--- config.mk ---
export PLATFORM = sky130hd
export DESIGN_NAME = axi4l_timer_flat
export DESIGN_NICKNAME = d
export VERILOG_FILES = /design/src/rtl/axi4l_timer_pkg.sv /design/src/rtl/axi4l_timer_if.sv /design/src/rtl/axi4l_timer_core.sv /design/src/rtl/axi4l_timer.sv /design/src/flat_wrapper.sv
export SDC_FILE = /design/constraint.sdc
export NUM_CORES = 1
export LEC_CHECK = 0
export ABC_AREA = 0
export CAP_MARGIN = 15
export CELL_PAD_IN_SITES_DETAIL_PLACEMENT = 1
export CELL_PAD_IN_SITES_GLOBAL_PLACEMENT = 1
export CORE_MARGIN = 1.5
export CORE_UTILIZATION = 44
export DETAILED_ROUTE_END_ITERATION = 8
export PLACE_DENSITY = 0.89
export SLEW_MARGIN = 30
export SYNTH_ARGS = -nofsm -noshare
export SYNTH_HDL_FRONTEND = slang
export SYNTH_SLANG_ARGS = --single-unit
--- constraint.sdc ---
create_clock -name clk -period 5.6 [get_ports clk]
set_input_delay 0.84 -clock clk [delete_from_list [all_inputs] [get_ports clk]]
set_output_delay 0.84 -clock clk [all_outputs]
set_load 0.005 [all_outputs]
--- src/rtl/axi4l_timer_pkg.sv ---
// Shared constants, state encodings and byte-merge helpers for the AXI4-Lite timer.
package axi4l_timer_pkg;

   localparam logic [7:0] REG_CTRL    = 8'h00;
   localparam logic [7:0] REG_COUNT   = 8'h04;
   localparam logic [7:0] REG_COMPARE = 8'h08;
   localparam logic [7:0] REG_STATUS  = 8'h0C;

   localparam int unsigned CTRL_ENABLE      = 0;
   localparam int unsigned CTRL_IRQ_EN      = 1;
   localparam int unsigned CTRL_AUTO_RELOAD = 2;

   localparam logic [1:0] RESP_OKAY   = 2'b00;
   localparam logic [1:0] RESP_SLVERR = 2'b10;

   typedef enum logic {W_IDLE, W_RESP} w_state_e;
   typedef enum logic {R_IDLE, R_DATA} r_state_e;

   function automatic logic [31:0] strb_mask(input logic [3:0] strb);
      logic [31:0] m;
      m = '0;
      for (int unsigned i = 0; i < 4; i++) begin
         m[8*i +: 8] = {8{strb[i]}};
      end
      return m;
   endfunction

   function automatic logic [31:0] merge_bytes(input logic [31:0] old_val,
                                               input logic [31:0] new_val,
                                               input logic [3:0]  strb);
      logic [31:0] m;
      m = strb_mask(strb);
      return (old_val & ~m) | (new_val & m);
   endfunction

endpackage

--- src/rtl/axi4l_timer_if.sv ---
// Five-channel AXI4-Lite bundle plus the timer interrupt line.
interface axi4l_timer_if;
   logic        ar_valid;
   logic        ar_ready;
   logic [31:0] ar_addr;
   logic [2:0]  ar_prot;
   logic        aw_valid;
   logic        aw_ready;
   logic [31:0] aw_addr;
   logic [2:0]  aw_prot;
   logic        rd_valid;
   logic        rd_ready;
   logic [31:0] rd_data;
   logic        wd_valid;
   logic        wd_ready;
   logic [31:0] wd_data;
   logic [3:0]  wstrb;
   logic        wr_valid;
   logic        wr_ready;
   logic [1:0]  wr_breap;
   logic        irq;

   modport slave (
      input  ar_valid, ar_addr, ar_prot, aw_valid, aw_addr, aw_prot,
             rd_ready, wd_valid, wd_data, wstrb, wr_ready,
      output ar_ready, aw_ready, rd_valid, rd_data, wd_ready, wr_valid, wr_breap, irq
   );

   modport master (
      output ar_valid, ar_addr, ar_prot, aw_valid, aw_addr, aw_prot,
             rd_ready, wd_valid, wd_data, wstrb, wr_ready,
      input  ar_ready, aw_ready, rd_valid, rd_data, wd_ready, wr_valid, wr_breap, irq
   );
endinterface

--- src/rtl/axi4l_timer_core.sv ---
// Prescaler, COUNT/COMPARE registers and sticky match flag; software writes arrive pre-merged.
module timer_core #(
   parameter int unsigned PRESCALE = 1
) (
   input  logic        clk,
   input  logic        reset,
   input  logic        enable,
   input  logic        auto_reload,
   input  logic        count_we,
   input  logic [31:0] count_wdata,
   input  logic        compare_we,
   input  logic [31:0] compare_wdata,
   input  logic        match_clr,
   output logic [31:0] count,
   output logic [31:0] compare,
   output logic        match
);

   localparam logic [15:0] PRE_LAST = 16'(PRESCALE - 1);

   logic [15:0] pre_q, pre_d;
   logic [31:0] count_q, count_d;
   logic [31:0] compare_q, compare_d;
   logic        match_q, match_d;
   logic        tick;
   logic        hit;

   always_comb begin
      pre_d     = pre_q;
      count_d   = count_q;
      compare_d = compare_q;
      match_d   = match_q;
      tick      = 1'b0;
      hit       = (count_q == compare_q);

      if (!enable) begin
         pre_d = '0;
      end else if (pre_q == PRE_LAST) begin
         pre_d = '0;
         tick  = 1'b1;
      end else begin
         pre_d = pre_q + 16'd1;
      end

      // Clear is applied before set so a coincident new match survives.
      if (match_clr) match_d = 1'b0;
      if (tick) begin
         if (hit) match_d = 1'b1;
         count_d = (auto_reload && hit) ? '0 : count_q + 32'd1;
      end
      if (count_we)   count_d   = count_wdata;
      if (compare_we) compare_d = compare_wdata;
   end

   always_ff @(posedge clk or negedge reset) begin
      if (!reset) begin
         pre_q     <= '0;
         count_q   <= '0;
         compare_q <= '1;
         match_q   <= 1'b0;
      end else begin
         pre_q     <= pre_d;
         count_q   <= count_d;
         compare_q <= compare_d;
         match_q   <= match_d;
      end
   end

   assign count   = count_q;
   assign compare = compare_q;
   assign match   = match_q;

endmodule

--- src/rtl/axi4l_timer.sv ---
// AXI4-Lite responder for the timer: independent read/write channel FSMs, AW/W buffers, decode.
module axi4l_timer
   import axi4l_timer_pkg::*;
#(
   parameter int unsigned PRESCALE = 1
) (
   input  logic           clk,
   input  logic           reset,
   axi4l_timer_if.slave   bus
);

   w_state_e    w_state_q, w_state_d;
   r_state_e    r_state_q, r_state_d;
   logic        aw_full_q, aw_full_d;
   logic [5:0]  aw_addr_q, aw_addr_d;
   logic        wd_full_q, wd_full_d;
   logic [31:0] wd_data_q, wd_data_d;
   logic [3:0]  wstrb_q, wstrb_d;
   logic [1:0]  wr_resp_q, wr_resp_d;
   logic [2:0]  ctrl_q, ctrl_d;
   logic [31:0] rd_data_q, rd_data_d;

   logic        aw_ready, wd_ready, wr_valid, ar_ready, rd_valid;
   logic        aw_hs, wd_hs;
   logic [5:0]  w_addr;
   logic [31:0] w_data;
   logic [3:0]  w_strb;
   logic [31:0] ctrl_wdata;
   logic [31:0] count_wdata, compare_wdata;
   logic        count_we, compare_we, match_clr;
   logic [31:0] rd_mux;

   logic [31:0] count, compare;
   logic        match;

   timer_core #(.PRESCALE(PRESCALE)) u_core (
      .clk           (clk),
      .reset         (reset),
      .enable        (ctrl_q[CTRL_ENABLE]),
      .auto_reload   (ctrl_q[CTRL_AUTO_RELOAD]),
      .count_we      (count_we),
      .count_wdata   (count_wdata),
      .compare_we    (compare_we),
      .compare_wdata (compare_wdata),
      .match_clr     (match_clr),
      .count         (count),
      .compare       (compare),
      .match         (match)
   );

   // A buffered beat takes precedence over the live bus since the bus beat can't be accepted then.
   always_comb begin
      w_addr        = aw_full_q ? aw_addr_q : bus.aw_addr[7:2];
      w_data        = wd_full_q ? wd_data_q : bus.wd_data;
      w_strb        = wd_full_q ? wstrb_q   : bus.wstrb;
      ctrl_wdata    = merge_bytes({29'b0, ctrl_q}, w_data, w_strb);
      count_wdata   = merge_bytes(count, w_data, w_strb);
      compare_wdata = merge_bytes(compare, w_data, w_strb);
   end

   always_comb begin
      w_state_d  = w_state_q;
      aw_full_d  = aw_full_q;
      aw_addr_d  = aw_addr_q;
      wd_full_d  = wd_full_q;
      wd_data_d  = wd_data_q;
      wstrb_d    = wstrb_q;
      wr_resp_d  = wr_resp_q;
      ctrl_d     = ctrl_q;
      count_we   = 1'b0;
      compare_we = 1'b0;
      match_clr  = 1'b0;
      aw_ready   = 1'b0;
      wd_ready   = 1'b0;
      wr_valid   = 1'b0;
      aw_hs      = 1'b0;
      wd_hs      = 1'b0;

      case (w_state_q)
         W_IDLE: begin
            aw_ready = ~aw_full_q;
            wd_ready = ~wd_full_q;
            aw_hs    = bus.aw_valid & aw_ready;
            wd_hs    = bus.wd_valid & wd_ready;
            if (aw_hs) begin
               aw_full_d = 1'b1;
               aw_addr_d = bus.aw_addr[7:2];
            end
            if (wd_hs) begin
               wd_full_d = 1'b1;
               wd_data_d = bus.wd_data;
               wstrb_d   = bus.wstrb;
            end
            if ((aw_full_q || aw_hs) && (wd_full_q || wd_hs)) begin
               w_state_d = W_RESP;
               wr_resp_d = RESP_OKAY;
               case ({w_addr, 2'b00})
                  REG_CTRL:    ctrl_d     = ctrl_wdata[2:0];
                  REG_COUNT:   count_we   = 1'b1;
                  REG_COMPARE: compare_we = 1'b1;
                  REG_STATUS:  match_clr  = w_strb[0] & w_data[0];
                  default:     wr_resp_d  = RESP_SLVERR;
               endcase
            end
         end
         W_RESP: begin
            wr_valid = 1'b1;
            if (bus.wr_ready) begin
               w_state_d = W_IDLE;
               aw_full_d = 1'b0;
               wd_full_d = 1'b0;
            end
         end
         default: w_state_d = W_IDLE;
      endcase
   end

   always_comb begin
      case ({bus.ar_addr[7:2], 2'b00})
         REG_CTRL:    rd_mux = {29'b0, ctrl_q};
         REG_COUNT:   rd_mux = count;
         REG_COMPARE: rd_mux = compare;
         REG_STATUS:  rd_mux = {31'b0, match};
         default:     rd_mux = '0;
      endcase
   end

   always_comb begin
      r_state_d = r_state_q;
      rd_data_d = rd_data_q;
      ar_ready  = 1'b0;
      rd_valid  = 1'b0;
      case (r_state_q)
         R_IDLE: begin
            ar_ready = 1'b1;
            if (bus.ar_valid) begin
               rd_data_d = rd_mux;
               r_state_d = R_DATA;
            end
         end
         R_DATA: begin
            rd_valid = 1'b1;
            if (bus.rd_ready) r_state_d = R_IDLE;
         end
         default: r_state_d = R_IDLE;
      endcase
   end

   always_ff @(posedge clk or negedge reset) begin
      if (!reset) begin
         w_state_q <= W_IDLE;
         r_state_q <= R_IDLE;
         aw_full_q <= 1'b0;
         aw_addr_q <= '0;
         wd_full_q <= 1'b0;
         wd_data_q <= '0;
         wstrb_q   <= '0;
         wr_resp_q <= RESP_OKAY;
         ctrl_q    <= '0;
         rd_data_q <= '0;
      end else begin
         w_state_q <= w_state_d;
         r_state_q <= r_state_d;
         aw_full_q <= aw_full_d;
         aw_addr_q <= aw_addr_d;
         wd_full_q <= wd_full_d;
         wd_data_q <= wd_data_d;
         wstrb_q   <= wstrb_d;
         wr_resp_q <= wr_resp_d;
         ctrl_q    <= ctrl_d;
         rd_data_q <= rd_data_d;
      end
   end

   assign bus.ar_ready = ar_ready;
   assign bus.aw_ready = aw_ready;
   assign bus.wd_ready = wd_ready;
   assign bus.rd_valid = rd_valid;
   assign bus.rd_data  = rd_data_q;
   assign bus.wr_valid = wr_valid;
   assign bus.wr_breap = wr_resp_q;
   assign bus.irq      = match & ctrl_q[CTRL_IRQ_EN];

   logic unused_bits;
   assign unused_bits = ^{bus.ar_addr[31:8], bus.ar_addr[1:0], bus.aw_addr[31:8],
                          bus.aw_addr[1:0], bus.ar_prot, bus.aw_prot, ctrl_wdata[31:3]};

endmodule

--- src/flat_wrapper.sv ---
// flat-port wrapper written by rule: the top's interface ports become plain ports
module axi4l_timer_flat import axi4l_timer_pkg::*;
#(
   parameter int unsigned PRESCALE = 1
)
  (clk, reset, bus_ar_valid, bus_ar_addr, bus_ar_prot, bus_aw_valid, bus_aw_addr, bus_aw_prot, bus_rd_ready, bus_wd_valid, bus_wd_data, bus_wstrb, bus_wr_ready, bus_ar_ready, bus_aw_ready, bus_rd_valid, bus_rd_data, bus_wd_ready, bus_wr_valid, bus_wr_breap, bus_irq);
  axi4l_timer_if bus_i ();
  input  logic clk;
  input  logic reset;
  input wire logic [$bits(bus_i.ar_valid)-1:0] bus_ar_valid;
  input wire logic [$bits(bus_i.ar_addr)-1:0] bus_ar_addr;
  input wire logic [$bits(bus_i.ar_prot)-1:0] bus_ar_prot;
  input wire logic [$bits(bus_i.aw_valid)-1:0] bus_aw_valid;
  input wire logic [$bits(bus_i.aw_addr)-1:0] bus_aw_addr;
  input wire logic [$bits(bus_i.aw_prot)-1:0] bus_aw_prot;
  input wire logic [$bits(bus_i.rd_ready)-1:0] bus_rd_ready;
  input wire logic [$bits(bus_i.wd_valid)-1:0] bus_wd_valid;
  input wire logic [$bits(bus_i.wd_data)-1:0] bus_wd_data;
  input wire logic [$bits(bus_i.wstrb)-1:0] bus_wstrb;
  input wire logic [$bits(bus_i.wr_ready)-1:0] bus_wr_ready;
  output wire logic [$bits(bus_i.ar_ready)-1:0] bus_ar_ready;
  output wire logic [$bits(bus_i.aw_ready)-1:0] bus_aw_ready;
  output wire logic [$bits(bus_i.rd_valid)-1:0] bus_rd_valid;
  output wire logic [$bits(bus_i.rd_data)-1:0] bus_rd_data;
  output wire logic [$bits(bus_i.wd_ready)-1:0] bus_wd_ready;
  output wire logic [$bits(bus_i.wr_valid)-1:0] bus_wr_valid;
  output wire logic [$bits(bus_i.wr_breap)-1:0] bus_wr_breap;
  output wire logic [$bits(bus_i.irq)-1:0] bus_irq;
  assign bus_i.ar_valid = bus_ar_valid;
  assign bus_i.ar_addr = bus_ar_addr;
  assign bus_i.ar_prot = bus_ar_prot;
  assign bus_i.aw_valid = bus_aw_valid;
  assign bus_i.aw_addr = bus_aw_addr;
  assign bus_i.aw_prot = bus_aw_prot;
  assign bus_i.rd_ready = bus_rd_ready;
  assign bus_i.wd_valid = bus_wd_valid;
  assign bus_i.wd_data = bus_wd_data;
  assign bus_i.wstrb = bus_wstrb;
  assign bus_i.wr_ready = bus_wr_ready;
  assign bus_ar_ready = bus_i.ar_ready;
  assign bus_aw_ready = bus_i.aw_ready;
  assign bus_rd_valid = bus_i.rd_valid;
  assign bus_rd_data = bus_i.rd_data;
  assign bus_wd_ready = bus_i.wd_ready;
  assign bus_wr_valid = bus_i.wr_valid;
  assign bus_wr_breap = bus_i.wr_breap;
  assign bus_irq = bus_i.irq;
  axi4l_timer #(.PRESCALE(PRESCALE)) u_core (.clk(clk), .reset(reset), .bus(bus_i));
endmodule
==> results of run 1 <==
## metrics by stage
stage                     util, %  worst slack, ps  hold slack [ps]
after floorplan                 -             3230              459
after global placement       51.1             1910              464
after detailed placement     51.3             1860              477
after CTS                    54.2             2180              488
after global routing         54.2             2280              513
final                        54.2             2400              478
## placed cells by master, fill, tap and decap left out, types with 24 or more instances in the layout
cell type and n:
nor2_1 79, xnor2_1 38, nand3_1 39, a21oi_1 55
mux2i_1 27, nand2_1 78, clkdlybuf4s50_1 92, nor3_1 24
o21ai_0 56, dfrtp_1 130, dfstp_2 32, inv_1 29
a22oi_1 32, mux2_2 56
## report_power, final
| group | internal, mW | total (mW) | switching (mW) | leakage (nW) |
|---|---|---|---|---|
| logic | 0.739 | 1.66 | 0.918 | 1.76 |
| clock network | 0.608 | 1.09 | 0.486 | 0.264 |
| registers | 1.64 | 2.15 | 0.505 | 1.99 |
## cell families (layout without fill, tap and decap cells)
group | Yosys count | count (layout) | synth area share, %
adders and majority gates | 3 | 3 | 0.436
and+or+nand+nor | 309 | 309 | 17.6
DFF | 163 | 163 | 47.8
muxes | 85 | 85 | 10.8
buffers and inverters | 87 | 162 | 4.30
other | 1 | 1 | 0.0435
AOI/OAI and AO/OA | 198 | 198 | 14.2
xor gates and xnor gates | 47 | 47 | 4.78
## final cells by class
cell class / instances / area, um^2
Clock inverter: 9 / 56.3
Sequential cell: 163 / 4120
Timing Repair Buffer: 102 / 1020
Fill cell: 2124 / 8680
Clock buffer: 22 / 484
Tap cell: 260 / 325
Multi-Input combinational cell: 643 / 4160
Inverter: 29 / 109
## worst min-delay path by stage
| stage | endpoint | slack (ps) | depth (start not counted) |
|---|---|---|---|
| final | u_core.aw_addr_q[4]$_DFFE_PN0P_ | 480 | 1 |
| after global routing | flip-flop | 510 | 2 |
| after CTS | flip-flop | 490 | 2 |
| after detailed placement | u_core.bus.rd_data[6]$_DFFE_PN0P_ | 480 | 2 |
| after global placement | u_core.bus.rd_data[2]$_DFFE_PN0P_ | 460 | 2 |
| after floorplan | flip-flop | 460 | 2 |
## metal layers
metal / vias to the layer above / global-route usage, % / part of all wire (%)
met4: 2 / 9.88 / 2.5
li1: 3321 / - / -
met5: - / 0 / 0.049
met1: 3735 / 37.3 / 43
met3: 54 / 5.20 / 7.7
met2: 333 / 43.7 / 47
==> impl_metrics.yaml, run 1 <==
run_status:
  status: "complete, no violations"
placed_design:
  placed_area_um2: 9730
  dp_hpwl_mm: 18.6
  place_congestion: 0.941
  placed_cells: 1197
  portBuffers: 93
global_route:
  track_usage_pct: 27.4
  first_global_vias: 7819
  gr-total-overflow: 0
  grt_pass1_wl_mm: 43.0
  grt_max_degree: 114
  antenna_found_initial: 1
synthesis:
  synth_area_leaders: "dfrtp_1 (38%), dfstp_2 (9.8%), mux2_2 (7.3%)"
  syn_avg_cell_area_um2: 9.65
  yosysUniqueCellTypes: 60
  synth_commonest_cells: "dfrtp_1 (131), nor2_1 (80), nand2_1 (78), mux2_2 (56), o21ai_0 (56)"
  syn_area_um2: 8610
  syn_inst: 893
  syn_nets: 1009
  yosysTopAreaCellShare_pct: 38.1
  synth-edff-count: 0
  ys.flop_type: "dfrtp_1"
  ys_seq_area_share_pct: 47.8
  yosys_register_bits: 163
  post-synth-top-count-cell: "dfrtp_1"
  postSynth.asyncResetShare_pct: 100
  synth_warnings: 0
  synth_top_area_cell: "dfrtp_1"
timing:
  worst_pin_slew_ps: 865
  maxSlewHeadroom_pct: 41.2
  skew_ps: 5.79
  hold_violations: 0
  finalSetupTns_ps: 0
  drv_slew: 0
  setup_viol_count_final: 0
  max_freq_ghz: 0.313
  min_period_ps: 3200
  rsz0062_at_grt: "no"
  period_share_pct: 57.1
job:
  maxCapViolations: 0
worst_setup_path:
  critPathTopFamily: "simple AND/OR/NAND/NOR gates"
  required_ps: 5870
  path_buf_inv: 1
  max_stage_delay_ps: 680
  cp-end-kind: "flip-flop"
  r2r_slack_ps: 2570
  crit_cells: 7
  reg2reg_from: "u_core.wd_full_q$_DFFE_PN0P_"
  worstSetupPathType: "in2reg"
  crit_path_start_kind: "input pin"
  path_cells: "clkdlybuf4s50_1 > nor2_1 > nor3_2 > nand3_2 > o211a_1 > o21ai_0 > o311ai_0"
  reg2reg_depth: 7
  path_max_fanout: 23
  cp.arrival_ps: 3470
  cp_slowest_cell: "nand3_2"
  worstSetupStartpoint: "bus_wd_valid"
clock_tree:
  clkTransAtPathRegs_ps: 60
  cts_tree: "done"
  clock-root-buffer: "clkbuf_16"
  htree_num_levels: 4
  hold_buffers: 0
  clockBufferDepth: 2
  ctsResizeCount: 0
  post_cts_buffers: 0
  numCtsBuffers: 17
  clk_latency_ps: 430
  clock_sinks: 163
layout:
  fin_area_um2: 10300
  n_antenna_cell: 0
  layout.cells.non_filler: 1228
  drive_gt1_share_pct: 16.0
  fin_nets: 1072
  syn2layout_area_growth_pct: 19.3
die:
  rows: 50
  dieHeight_um: 143
  io_pins: 153
  start_util_pct: 45.4
  dieArea_um2: 20400
  die_x_um: 143
  core_um2: 19000
power:
  vdd_drop_max_mv: 0.271
  p_per_area_nw_per_um2: 476
  p_leak_nw: 4.02
  finalPower_mw: 4.90
detailed_routing:
  final_antenna_net_count: 0
  num_vias: 7445
  dr.pass1.iters: 5
  wirelength_mm: 26.5
  drc: 0
  via_per_inst: 6.06
  drt_iter0_drc: 598
  wire_per_inst_um: 21.6
worst_hold_path:
  worstHoldPathType: "in2async"
Note: power is estimated with default switching activity, not from simulation.
==> run 2, diff against run 1 <==
--- a/config.mk
+++ b/config.mk
@@ -10,9 +10,9 @@
 export CELL_PAD_IN_SITES_DETAIL_PLACEMENT = 1
 export CELL_PAD_IN_SITES_GLOBAL_PLACEMENT = 1
 export CORE_MARGIN = 1.5
-export CORE_UTILIZATION = 44
+export CORE_UTILIZATION = 41
 export DETAILED_ROUTE_END_ITERATION = 8
-export PLACE_DENSITY = 0.89
+export PLACE_DENSITY = 0.84
 export SLEW_MARGIN = 30
 export SYNTH_ARGS = -nofsm -noshare
 export SYNTH_HDL_FRONTEND = slang
==> constraint.sdc (replaced) <==
create_clock -name clk -period 3.2 [get_ports clk]
set_input_delay 0.48 -clock clk [delete_from_list [all_inputs] [get_ports clk]]
set_output_delay 0.48 -clock clk [all_outputs]
set_load 0.005 [all_outputs]
==> impl_metrics.yaml, run 2 (synthesis gave the netlist of run 1 again) <==
run_status:
  status: "complete, no violations"
timing:
  maxSlewHeadroom_pct: 49.6
  hold_violations: 0
  min_period_ps: 2860
  worst_pin_slew_ps: 749
  skew_ps: 7.70
  drv_slew: 0
  holdWs_ps: 77.9
  finalSetupTns_ps: 0
  max_freq_ghz: 0.350
  rsz0062_at_grt: "no"
  period_share_pct: 89.3
  setup_viol_count_final: 0
power:
  finalPower_mw: 8.81
  vdd_drop_max_mv: 0.403
  p_per_area_nw_per_um2: 843
  switching_share_pct: 37.8
  pwr-share-seq_pct: 42.3
  p_clk_share_pct: 23.5
  p_sw_mw: 3.33
  p_int_mw: 5.48
  power_frac_comb_pct: 34.2
  p_leak_nw: 4.11
worst_setup_path:
  cp_slowest_cell: "nor4_2"
  worstSetupPathType: "reg2reg"
  cp-end-kind: "flip-flop"
  crit_path_start_kind: "flip-flop"
  required_ps: 3490
  path_cells: "xnor2_1 > nand4_1 > nor4_2 > nand3_1 > a22oi_1 > o211ai_1"
  path_max_fanout: 9
  cp.arrival_ps: 3150
  max_stage_delay_ps: 710
clock_tree:
  clockBufferDepth: 2
  htree_num_levels: 4
  clk_latency_ps: 430
  numCtsBuffers: 17
  ctsResizeCount: 0
  clock_sinks: 163
  cts_tree: "done"
  hold_buffers: 0
  clock-root-buffer: "clkbuf_16"
  post_cts_buffers: 0
  clkTransAtPathRegs_ps: 60
die:
  rows: 52
  start_util_pct: 42.2
  io_pins: 153
  dieArea_um2: 21900
  core_um2: 20400
  dieHeight_um: 148
  die_x_um: 148
worst_hold_path:
  worstHoldPathType: "in2async"
placed_design:
  placed_area_um2: 9870
  portBuffers: 93
  place_congestion: 0.934
  dp_hpwl_mm: 19.2
detailed_routing:
  wirelength_mm: 26.7
  drc: 0
  dr.pass1.iters: 5
  final_antenna_net_count: 0
  drt_iter0_drc: 581
  via_per_inst: 5.86
  num_vias: 7359
  wire_per_inst_um: 21.2
global_route:
  antenna_found_initial: 0
  grt_pass1_wl_mm: 43.2
  grt_max_degree: 71
  track_usage_pct: 25.3
  first_global_vias: 7848
  gr-total-overflow: 0
layout:
  final_cell_mix: "dfrtp_1 (130), clkdlybuf4s50_1 (92), nor2_1 (79)"
  layout_commonest_cell: "dfrtp_1"
  fin_area_um2: 10500
  syn2layout_area_growth_pct: 21.4
  fin_nets: 1089
  drive_gt1_share_pct: 16.9
  n_antenna_cell: 0
  finish.utilization_pct: 51.2
job:
  maxCapViolations: 0
## run 2: per-stage QoR
step                std cells  setup WS, ps
global placement         1224           411
global route             1256           309
CTS                      1256           437
finish                   1256           342
detailed placement       1224           337
floorplan                 893          1190
## run 2: worst paths after layout
kind / from / end / slack (ps) / cells after the start
setup / recovery: flip-flop / flip-flop / 340 / 6
max in group asynchronous: reset / async pin / 2130 / 2
hold / removal: reset / u_core.aw_addr_q[4]$_DFFE_PN0P_ / 80 / 1
setup reg to reg: flip-flop / flip-flop / 340 / 6
min in group clk: u_core.bus.rd_data[8]$_DFFE_PN0P_ / u_core.bus.rd_data[8]$_DFFE_PN0P_ / 480 / 2
hold reg to reg: u_core.bus.rd_data[8]$_DFFE_PN0P_ / u_core.bus.rd_data[8]$_DFFE_PN0P_ / 480 / 2
## run 2: cell type report
type                       count  area [um^2]
fill                        2290         9980
multi-input combinational    643         4150
sequential                   163         4120
timing repair buffer         119         1150
clock buffer                  23          458
tap                          270          338
clock inverter                 9          130
inverter                      29          109
## run 2: critical path: cells and delay by family, from the launching register on
kind / cells / cell delay [ps]
XOR/XNOR: 1 / 190
flip-flops: 1 / 580
AND/OR/NAND/NOR: 3 / 1420
AO/OA/AOI/OAI: 2 / 530
## run 2: per-layer routing
layer | global-route usage, % | vias to the layer above | part of all wire (%)
met1 | 34.4 | 3682 | 44
met4 | 10.1 | 0 | 2.9
li1 | - | 3344 | -
met5 | 0 | - | 0
met3 | 4.23 | 61 | 6.5
met2 | 40.4 | 272 | 47
## run 2: power groups by stage
stage	sequential (mW)	combinational, mW	clock (mW)
2_1_floorplan	3.29	2.23	0
3_3_place_gp	3.65	2.83	0
3_5_place_dp	3.72	2.94	0
4_1_cts	3.70	3.00	2.09
5_1_grt	3.82	3.25	2.20
6_report	3.73	3.01	2.07
